<file path="src/rtl/lc3_pkg.sv">
// Shared types for the LC-3 memory access unit: opcode encoding, FSM states,
// default ready-wait limit.
package lc3_pkg;

  typedef enum logic [1:0] {
    OP_LD  = 2'b00,
    OP_ST  = 2'b01,
    OP_LDI = 2'b10,
    OP_STI = 2'b11
  } lc3_op_t;

  typedef enum logic [1:0] {
    ST_IDLE,
    ST_ACC1,
    ST_ACC2,
    ST_DONE
  } lc3_state_t;

  localparam int LC3_TIMEOUT_DEFAULT = 255;

endpackage

</file>
<file path="src/rtl/lc3_mem_access_if.sv">
// Request/response and memory-port bundle for lc3_mem_access.
// slave = the access unit, master = the requester/memory side.
interface lc3_mem_access_if;
  import lc3_pkg::*;

  logic        i_req;
  lc3_op_t     i_op;
  logic [15:0] i_addr;
  logic [15:0] i_wdata;
  logic        o_busy;
  logic        o_done;
  logic [15:0] o_rdata;
  logic        o_err;
  logic        o_mem_en;
  logic        o_mem_we;
  logic [15:0] o_mem_addr;
  logic [15:0] o_mem_wdata;
  logic [15:0] i_mem_rdata;
  logic        i_mem_r;

  modport slave (
    input  i_req, i_op, i_addr, i_wdata, i_mem_rdata, i_mem_r,
    output o_busy, o_done, o_rdata, o_err,
    output o_mem_en, o_mem_we, o_mem_addr, o_mem_wdata
  );

  modport master (
    output i_req, i_op, i_addr, i_wdata, i_mem_rdata, i_mem_r,
    input  o_busy, o_done, o_rdata, o_err,
    input  o_mem_en, o_mem_we, o_mem_addr, o_mem_wdata
  );

endinterface

</file>
<file path="src/rtl/lc3_mem_watchdog.sv">
// Per-access wait counter; expired rises once LIMIT wait cycles have elapsed
// since the last clear. Used only when LC3_MEM_TIMEOUT_EN is defined.
module lc3_mem_watchdog #(
  parameter int LIMIT = 255
) (
  input  logic i_clk,
  input  logic i_rst_n,
  input  logic clr,
  input  logic run,
  output logic expired
);

  localparam int W = $clog2(LIMIT + 1);

  logic [W-1:0] cnt;

  always_ff @(posedge i_clk or negedge i_rst_n) begin
    if (!i_rst_n)               cnt <= '0;
    else if (clr)               cnt <= '0;
    else if (run && !expired)   cnt <= cnt + 1'b1;
  end

  assign expired = (cnt == W'(LIMIT - 1));

endmodule

</file>
<file path="src/rtl/lc3_mem_access.sv">
// LC-3 LD/ST/LDI/STI memory access sequencer (MAR/MDR + ready handshake).
// Optional ready timeout enabled by defining LC3_MEM_TIMEOUT_EN.
module lc3_mem_access
  import lc3_pkg::*;
#(
  parameter int TIMEOUT_CYCLES = LC3_TIMEOUT_DEFAULT
) (
  input  logic             i_clk,
  input  logic             i_rst_n,
  lc3_mem_access_if.slave  bus
);

  lc3_state_t  state;
  lc3_op_t     op;
  logic [15:0] mar, mdr, wdata_q;
  logic        mem_en, mem_we, done, err;
  logic        timeout;

`ifdef LC3_MEM_TIMEOUT_EN
  // Counter restarts on entry to each access phase (IDLE->ACC1, ACC1->ACC2).
  logic wd_clr, wd_run;
  assign wd_clr = (state == ST_IDLE) ||
                  ((state == ST_ACC1) && bus.i_mem_r && (op == OP_LDI || op == OP_STI));
  assign wd_run = (state == ST_ACC1) || (state == ST_ACC2);

  lc3_mem_watchdog #(.LIMIT(TIMEOUT_CYCLES)) u_wd (
    .i_clk   (i_clk),
    .i_rst_n (i_rst_n),
    .clr     (wd_clr),
    .run     (wd_run),
    .expired (timeout)
  );
`else
  assign timeout = 1'b0;
`endif

  always_ff @(posedge i_clk or negedge i_rst_n) begin
    if (!i_rst_n) begin
      state   <= ST_IDLE;
      op      <= OP_LD;
      mar     <= '0;
      mdr     <= '0;
      wdata_q <= '0;
      mem_en  <= 1'b0;
      mem_we  <= 1'b0;
      done    <= 1'b0;
      err     <= 1'b0;
    end else begin
      done <= 1'b0;
      case (state)
        ST_IDLE: if (bus.i_req) begin
          op      <= bus.i_op;
          mar     <= bus.i_addr;
          wdata_q <= bus.i_wdata;
          err     <= 1'b0;
          mem_en  <= 1'b1;
          mem_we  <= (bus.i_op == OP_ST);
          state   <= ST_ACC1;
        end
        ST_ACC1: if (bus.i_mem_r) begin
          if (op == OP_LD || op == OP_ST) begin
            if (op == OP_LD) mdr <= bus.i_mem_rdata;
            mem_en <= 1'b0;
            mem_we <= 1'b0;
            done   <= 1'b1;
            state  <= ST_DONE;
          end else begin
            // Pointer fetched; en stays high into the final access.
            mar    <= bus.i_mem_rdata;
            mem_we <= (op == OP_STI);
            state  <= ST_ACC2;
          end
        end else if (timeout) begin
          mdr    <= '0;
          err    <= 1'b1;
          mem_en <= 1'b0;
          mem_we <= 1'b0;
          done   <= 1'b1;
          state  <= ST_DONE;
        end
        ST_ACC2: if (bus.i_mem_r) begin
          if (op == OP_LDI) mdr <= bus.i_mem_rdata;
          mem_en <= 1'b0;
          mem_we <= 1'b0;
          done   <= 1'b1;
          state  <= ST_DONE;
        end else if (timeout) begin
          mdr    <= '0;
          err    <= 1'b1;
          mem_en <= 1'b0;
          mem_we <= 1'b0;
          done   <= 1'b1;
          state  <= ST_DONE;
        end
        default: state <= ST_IDLE;
      endcase
    end
  end

  assign bus.o_busy      = (state != ST_IDLE);
  assign bus.o_done      = done;
  assign bus.o_rdata     = mdr;
  assign bus.o_err       = err;
  assign bus.o_mem_en    = mem_en;
  assign bus.o_mem_we    = mem_we;
  assign bus.o_mem_addr  = mar;
  assign bus.o_mem_wdata = wdata_q;

endmodule

</file>
<file path="src/flat_wrapper.sv">
// flat-port wrapper written by rule: the top's interface ports become plain ports
module lc3_mem_access_flat import lc3_pkg::*;
#(
  parameter int TIMEOUT_CYCLES = LC3_TIMEOUT_DEFAULT
)
  (i_clk, i_rst_n, bus_i_req, bus_i_op, bus_i_addr, bus_i_wdata, bus_i_mem_rdata, bus_i_mem_r, bus_o_busy, bus_o_done, bus_o_rdata, bus_o_err, bus_o_mem_en, bus_o_mem_we, bus_o_mem_addr, bus_o_mem_wdata);
  lc3_mem_access_if bus_i ();
  input  logic i_clk;
  input  logic i_rst_n;
  input wire logic [$bits(bus_i.i_req)-1:0] bus_i_req;
  input wire logic [$bits(bus_i.i_op)-1:0] bus_i_op;
  input wire logic [$bits(bus_i.i_addr)-1:0] bus_i_addr;
  input wire logic [$bits(bus_i.i_wdata)-1:0] bus_i_wdata;
  input wire logic [$bits(bus_i.i_mem_rdata)-1:0] bus_i_mem_rdata;
  input wire logic [$bits(bus_i.i_mem_r)-1:0] bus_i_mem_r;
  output wire logic [$bits(bus_i.o_busy)-1:0] bus_o_busy;
  output wire logic [$bits(bus_i.o_done)-1:0] bus_o_done;
  output wire logic [$bits(bus_i.o_rdata)-1:0] bus_o_rdata;
  output wire logic [$bits(bus_i.o_err)-1:0] bus_o_err;
  output wire logic [$bits(bus_i.o_mem_en)-1:0] bus_o_mem_en;
  output wire logic [$bits(bus_i.o_mem_we)-1:0] bus_o_mem_we;
  output wire logic [$bits(bus_i.o_mem_addr)-1:0] bus_o_mem_addr;
  output wire logic [$bits(bus_i.o_mem_wdata)-1:0] bus_o_mem_wdata;
  assign bus_i.i_req = bus_i_req;
  assign bus_i.i_op = bus_i_op;
  assign bus_i.i_addr = bus_i_addr;
  assign bus_i.i_wdata = bus_i_wdata;
  assign bus_i.i_mem_rdata = bus_i_mem_rdata;
  assign bus_i.i_mem_r = bus_i_mem_r;
  assign bus_o_busy = bus_i.o_busy;
  assign bus_o_done = bus_i.o_done;
  assign bus_o_rdata = bus_i.o_rdata;
  assign bus_o_err = bus_i.o_err;
  assign bus_o_mem_en = bus_i.o_mem_en;
  assign bus_o_mem_we = bus_i.o_mem_we;
  assign bus_o_mem_addr = bus_i.o_mem_addr;
  assign bus_o_mem_wdata = bus_i.o_mem_wdata;
  lc3_mem_access #(.TIMEOUT_CYCLES(TIMEOUT_CYCLES)) u_core (.i_clk(i_clk), .i_rst_n(i_rst_n), .bus(bus_i));
endmodule
</file>
<file path="config.mk">
export PLATFORM = sky130hd
export DESIGN_NAME = lc3_mem_access_flat
export DESIGN_NICKNAME = d
export VERILOG_FILES = /design/src/rtl/lc3_pkg.sv /design/src/rtl/lc3_mem_access_if.sv /design/src/rtl/lc3_mem_watchdog.sv /design/src/rtl/lc3_mem_access.sv /design/src/flat_wrapper.sv
export SDC_FILE = /design/constraint.sdc
export NUM_CORES = 1
export LEC_CHECK = 0
export CORE_ASPECT_RATIO = 0.5
export CORE_MARGIN = 8
export CORE_UTILIZATION = 30
export CTS_CLUSTER_DIAMETER = 200
export DETAILED_ROUTE_END_ITERATION = 10
export GPL_TIMING_DRIVEN = 1
export PLACE_DENSITY = 0.62
export SLEW_MARGIN = 20
export SYNTH_ARGS = -nofsm -noshare
export SYNTH_HDL_FRONTEND = slang
export SYNTH_SLANG_ARGS = --single-unit
</file>
<file path="constraint.sdc">
create_clock -name i_clk -period 3.4 [get_ports i_clk]
set_input_delay 0.34 -clock i_clk [delete_from_list [all_inputs] [get_ports i_clk]]
set_output_delay 0.34 -clock i_clk [all_outputs]
set_load 0.02 [all_outputs]
</file>
Yosys cells after proc, flatten, opt, wreduce, memory -nomap -nowiden
Index checks and enable logic that the tools add are counted.

operators by class
  eq/ne operators = 13
  multiplexer cells = 28
  reduce and logical (&&, ||, !) cells = 13

operator list
  kind                                                              count
  16-bit two-way mux                                                8
  16-bit one-hot mux with 2 select lines                            2
  1-bit two-way mux                                                 11
  2-bit != test (second input constant)                             4
  4-bit AND reduction                                               2
  2-bit by 1-bit == test with 1-bit output (second input constant)  3
  2-bit == test (second input constant)                             3
  2-bit two-way mux                                                 3
  2-bit by 1-bit != test with 1-bit output (second input constant)  3
  1-bit one-hot mux with 3 select lines                             2
  2-bit one-hot mux with 3 select lines                             1
  6-bit AND reduction                                               1
  2-bit nonzero test                                                3
  5-bit AND reduction                                               1
  2-bit logical NOT                                                 2
  3-bit AND reduction                                               1
  3-bit nonzero test                                                1
  1-bit one-hot mux with 2 select lines                             1
  2-bit AND reduction                                               1
  1-bit logical OR                                                  1

storage, ports and cells
  register bits after elaboration = 55
  bits of input ports = 54
  output and inout bits = 53
  logic and storage cells = 62

Logic depth before layout (Yosys ltp)
  word-level depth = 5
  mapped depth = 7
  mapped depth without buffers = 6

Worst setup path before layout
Ideal clock, no wire load.

  kind = reg-to-reg
  start point = register u_core.state[1]
  end point = register u_core.mdr[0] (netlist: u_core.bus.o_rdata[0])
  setup time = 0.125 ns
  data arrival time = 1.642 ns
  setup slack = 1.633 ns
  cell stages (with the launch flop) = 8
  cells stage by stage = dfrtp_1 > inv_1 > ha_1 > nand2b_2 > nor3_2 > o21ai_2 > buf_6 > mux2_2

between the ends
  longest elaborated chain between the ends = 3
  elaborated cells on any way between the ends = 10
  those cells by class = 7 x eq/ne; 1 x mux; 2 x reduce/logical

RTL lines
  item                                                                              line                  text
  start: declaration                                                                lc3_mem_access.sv:13  lc3_state_t state;
  start signal: assignment                                                          lc3_mem_access.sv:39  state <= ST_IDLE;
  start signal: assignment                                                          lc3_mem_access.sv:58  state <= ST_ACC1;
  start signal: assignment                                                          lc3_mem_access.sv:66  state <= ST_DONE;
  2-bit == test or 2-bit by 1-bit == test with 1-bit output (tied branches)         lc3_mem_access.sv:50  case (state)
  2-bit by 1-bit != test with 1-bit output (no line), or another cell as far along  n/a
  6-bit AND reduction (no line)                                                     n/a
  end signal: assignment                                                            lc3_mem_access.sv:62  if (op == OP_LD) mdr <= bus.i_mem_rdata;
  end signal: assignment                                                            lc3_mem_access.sv:82  if (op == OP_LDI) mdr <= bus.i_mem_rdata;
  end: declaration                                                                  lc3_mem_access.sv:15  logic [15:0] mar, mdr, wdata_q;

Parallel ways exist; a longest one is shown, timed or not.
A chain may end at the register's enable or synchronous reset.

Worst setup path after layout
  start point = register u_core.state[1]
  end point = register u_core.mdr[10] (netlist: u_core.bus.o_rdata[10])

Same word-level chain as after synthesis.

==> metrics.md <==
| Metric | Value |
|---|---|
| Port Buffer Count | `105` |
| CTS tree | `done` |
| Layout cells sized above 1 | `0.178` |
| Reg2reg end | `u_core.bus.o_rdata[10]$_DFFE_PN0P_` |
| Filler cell count | `700` |
| CP Data Arrival Time | `2.55 ns` |
| Post CTS Setup Buffer Count | `0` |
| Clock latency on the worst-skew pair | `0.29 ns` |
| Critical path cell sequence | `inv_1, ha_1, nand2b_2, nor3_2, o21ai_2, mux2_2` |
| RSZ-0062 raised after global routing | `false` |
| HP Class | `input pin to asynchronous set/reset pin` |
| Mux cell area share after synthesis | `0.237` |
| Die Y | `78.9 um` |
| CP endpoint kind | `register` |
| Largest net degree at the start of global routing | `45` |
| CTS max path bufs | `2` |
| Fmax | `422 MHz` |
| Crit path from | `u_core.state[1]$_DFFE_PN0P_` |
| Slew HR | `0.407` |
| Initial antenna violation count | `0` |
| Main combinational cell family by area after synthesis | `multiplexers` |
| Leak | `1.51 nW` |
| Post-synthesis xor/xnor area fraction | `0` |
| Cts hold-fix bufs | `0` |
| Post-CTS resize count | `0` |
| Tcrit/Tclk final | `0.697` |
| Sequential share of the synthesized area | `0.579` |
| DRT antenna net count | `0` |
| Setup-failing EPs final | `0` |
| CTS clk-pin slew, worst paths | `0.07 ns` |
| First-pass GRT wire length | `10500 um` |
| Buf/Inv on CP | `1` |
| DR DRC count | `0` |
| Die footprint | `11200 sq um` |
| Post-synth top area share | `0.579` |
| Outcome | `finished, final reports clean` |
| Placeable Area | `7830 sq um` |
| CP Max Fanout | `16` |
| Routed length per instance | `16.7 um` |
| Antenna Cells | `0` |
| Clock Root Buffer | `clkbuf_16` |
| Placed cells | `392` |
| Crit-path max cell delay | `0.71 ns` |
| Fin cells | `399` |
| Io pins | `107` |
| Worst Slack Setup Final | `1.03 ns` |
| Pwr dens | `1010 nW/um^2` |
| Mapped Cells | `180` |
| Gr ovfl total | `0` |
| Vias in the first global route | `1895` |
| CP max stage cell | `o21ai_2` |
| Area leader, netlist | `dfrtp_1` |
| DIE WIDTH | `142 um` |
| Top cells by area, synth | `dfrtp_1, mux2_2, mux2i_1` |
| CP delay by family, top | `compound AO/OA/AOI/OAI gates` |
| Place WS | `0.961 ns` |
| Overall Global Routing Usage | `0.119` |
| First-pass detailed-route iteration total | `4` |
| Drt via density | `4.37` |
| Syn Nets | `240` |
| Max Cap Violations | `0` |
| Initial DRC count | `63` |
| Power, Total | `0.00372 W` |
| Pins Over Slew Limit | `0` |
| Worst Setup Path Type | `register to register` |
| Final HPWL DP | `5170 um` |
| Post-Synth Simple-Gate Area | `0.0500` |
| Required @ worst endpoint | `3.58 ns` |
| Yosys cell types | `27` |
| IR drop worst, VDD | `0.311 mV` |
| Slew @ Worst Pin | `0.890 ns` |
| FP Rows | `23` |
| Fin crit period | `2.37 ns` |
| R2R cell count | `6` |
| RePlAce Congestion | `0.734` |
| Final Util | `0.470` |
| Yosys reg bits | `55` |
| Layout Nets | `347` |
| RR Startpoint | `u_core.state[1]$_DFFE_PN0P_` |
| Critical path startpoint category | `register` |
| Yosys Warn Count | `0` |
| Avg Synthesized Cell Area | `13.2 sq um` |
| Clock Sink Count | `55` |
| Area growth syn-to-layout | `54.8%` |
| Final hold violation count | `0` |
| H-tree levels | `2` |
| R2R setup slack | `1.03 ns` |
| WL final | `6660 um` |
| CTS Buf Count | `5` |
| Total negative slack | `0 ns` |
| Vias | `1742` |
| Mapped Area | `2380 sq um` |
| Starting Density | `0.304` |
| Synth Area in Compound Gates | `0.0695` |
| Skew final | `0.00882 ns` |
| Adder-cell share of the synthesized area | `0.0316` |
## per-layer routing
metal | routed length, um | share of wire | global-route usage | up-vias
met5 | 0 | 0 | 0 | -
met3 | 266 | 0.040 | 0.0233 | 4
li1 | - | - | - | 835
met4 | 54 | 0.0081 | 0.0383 | 0
met2 | 3640 | 0.55 | 0.225 | 27
met1 | 2700 | 0.41 | 0.132 | 876
## worst reg2reg max path: cells and delay by family (launching register included)
family	cells	cell delay [ns]
buffers and inverters	1	0.09
AO/OA/AOI/OAI	1	0.71
multiplexers	1	0.43
adder cells (fa/ha/maj)	1	0.37
AND/OR/NAND/NOR	2	0.23
flip-flops	1	0.43
## cells in the final DEF, fill, tap and decap left out
| master | netlist | routed |
|---|---|---|
| nand3_1 | 1 | 1 |
| clkdlybuf4s50_1 | 0 | 104 |
| mux2i_1 | 17 | 17 |
| clkinv_2 | 0 | 1 |
| a21oi_1 | 17 | 17 |
| dfrtp_1 | 55 | 55 |
| mux2_2 | 35 | 35 |
| a211oi_2 | 1 | 1 |
| o21ai_2 | 1 | 1 |
| clkbuf_16 | 0 | 5 |
| a21o_1 | 1 | 1 |
| a41oi_1 | 1 | 1 |
| nand2_1 | 2 | 2 |
| a211oi_1 | 2 | 2 |
| nor3b_1 | 1 | 1 |
| conb_1 | 1 | 1 |
| nor3_2 | 1 | 1 |
| buf_4 | 1 | 4 |
| inv_1 | 5 | 5 |
| nand2b_1 | 2 | 2 |
| nand2b_2 | 1 | 1 |
| o21ai_0 | 1 | 1 |
| nor2_1 | 18 | 18 |
| o22ai_1 | 1 | 1 |
| a2bb2oi_2 | 0 | 1 |
| clkinv_4 | 0 | 1 |
| o31ai_1 | 1 | 1 |
| ha_1 | 6 | 6 |
## worst max-delay path by stage
stage	endpoint	slack [ns]	depth (start not counted)
floorplan	u_core.bus.o_rdata[0]$_DFFE_PN0P_	1.63	7
global placement	u_core.bus.o_rdata[13]$_DFFE_PN0P_	1.08	5
detailed placement	u_core.bus.o_rdata[10]$_DFFE_PN0P_	0.96	6
CTS	u_core.bus.o_rdata[10]$_DFFE_PN0P_	0.96	6
global route	u_core.bus.o_rdata[2]$_DFFE_PN0P_	0.83	6
finish	u_core.bus.o_rdata[10]$_DFFE_PN0P_	1.03	6
## report_power, final
group / internal [W] / switching [W] / leakage, nW
registers: 0.000992 / 0.000192 / 0.640
logic: 0.00102 / 0.00102 / 0.802
clock network: 0.000269 / 0.000229 / 0.0696
total: 0.00228 / 0.00144 / 1.51
## final cells by class
type                    count  area (sq um)  area share
flip-flops and latches     55          1380       0.374
repair buffers            108          1070       0.291
multi-input cells         112           933       0.254
well taps                 112           140      0.0381
clock buffers               5           125      0.0340
inverters                   5          18.8     0.00510
clock inverters             2          13.8     0.00374
## sequential cells by signal (all words and copies together) (netlist names)
| name | flops |
|---|---|
| u_core.state | 2 |
| u_core.op | 2 |
| u_core.bus.o_rdata | 16 |
| u_core.bus.o_done | 1 |
| u_core.bus.o_mem_wdata | 16 |
| u_core.bus.o_mem_we | 1 |
| u_core.bus.o_mem_en | 1 |
| u_core.bus.o_mem_addr | 16 |
## logic make-up (layout without fill, tap and decap cells)
group / count (synthesis) / in the layout
buffers and inverters: 13 / 120
adder cells (fa/ha/maj): 6 / 6
multiplexers: 52 / 52
other: 1 / 1
AND/OR/NAND/NOR: 26 / 26
flip-flops: 55 / 55
AO/OA/AOI/OAI: 27 / 27
## per-stage QoR
stage	instance area [sq um]	hold slack, ns
final	3680	0.0401
after global routing	3680	0.0857
after CTS	3680	0.242
after detailed placement	3540	0.493
after global placement	3540	0.488
after floorplan	2380	0.0444
## cell usage after synthesis
| master | number |
|---|---|
| a211oi_1 | 2 |
| a211oi_2 | 1 |
| a21o_1 | 1 |
| a21oi_1 | 17 |
| a2bb2oi_1 | 1 |
| a41oi_1 | 1 |
| buf_2 | 4 |
| buf_4 | 1 |
| buf_6 | 2 |
| clkbuf_1 | 1 |
| conb_1 | 1 |
| dfrtp_1 | 55 |
| ha_1 | 6 |
| inv_1 | 5 |
| mux2_2 | 35 |
| mux2i_1 | 17 |
| nand2_1 | 2 |
| nand2b_1 | 2 |
| nand2b_2 | 1 |
| nand3_1 | 1 |
| nor2_1 | 18 |
| nor3_2 | 1 |
| nor3b_1 | 1 |
| o21ai_0 | 1 |
| o21ai_2 | 1 |
| o22ai_1 | 1 |
| o31ai_1 | 1 |
Power figures use the tool's default switching activity.
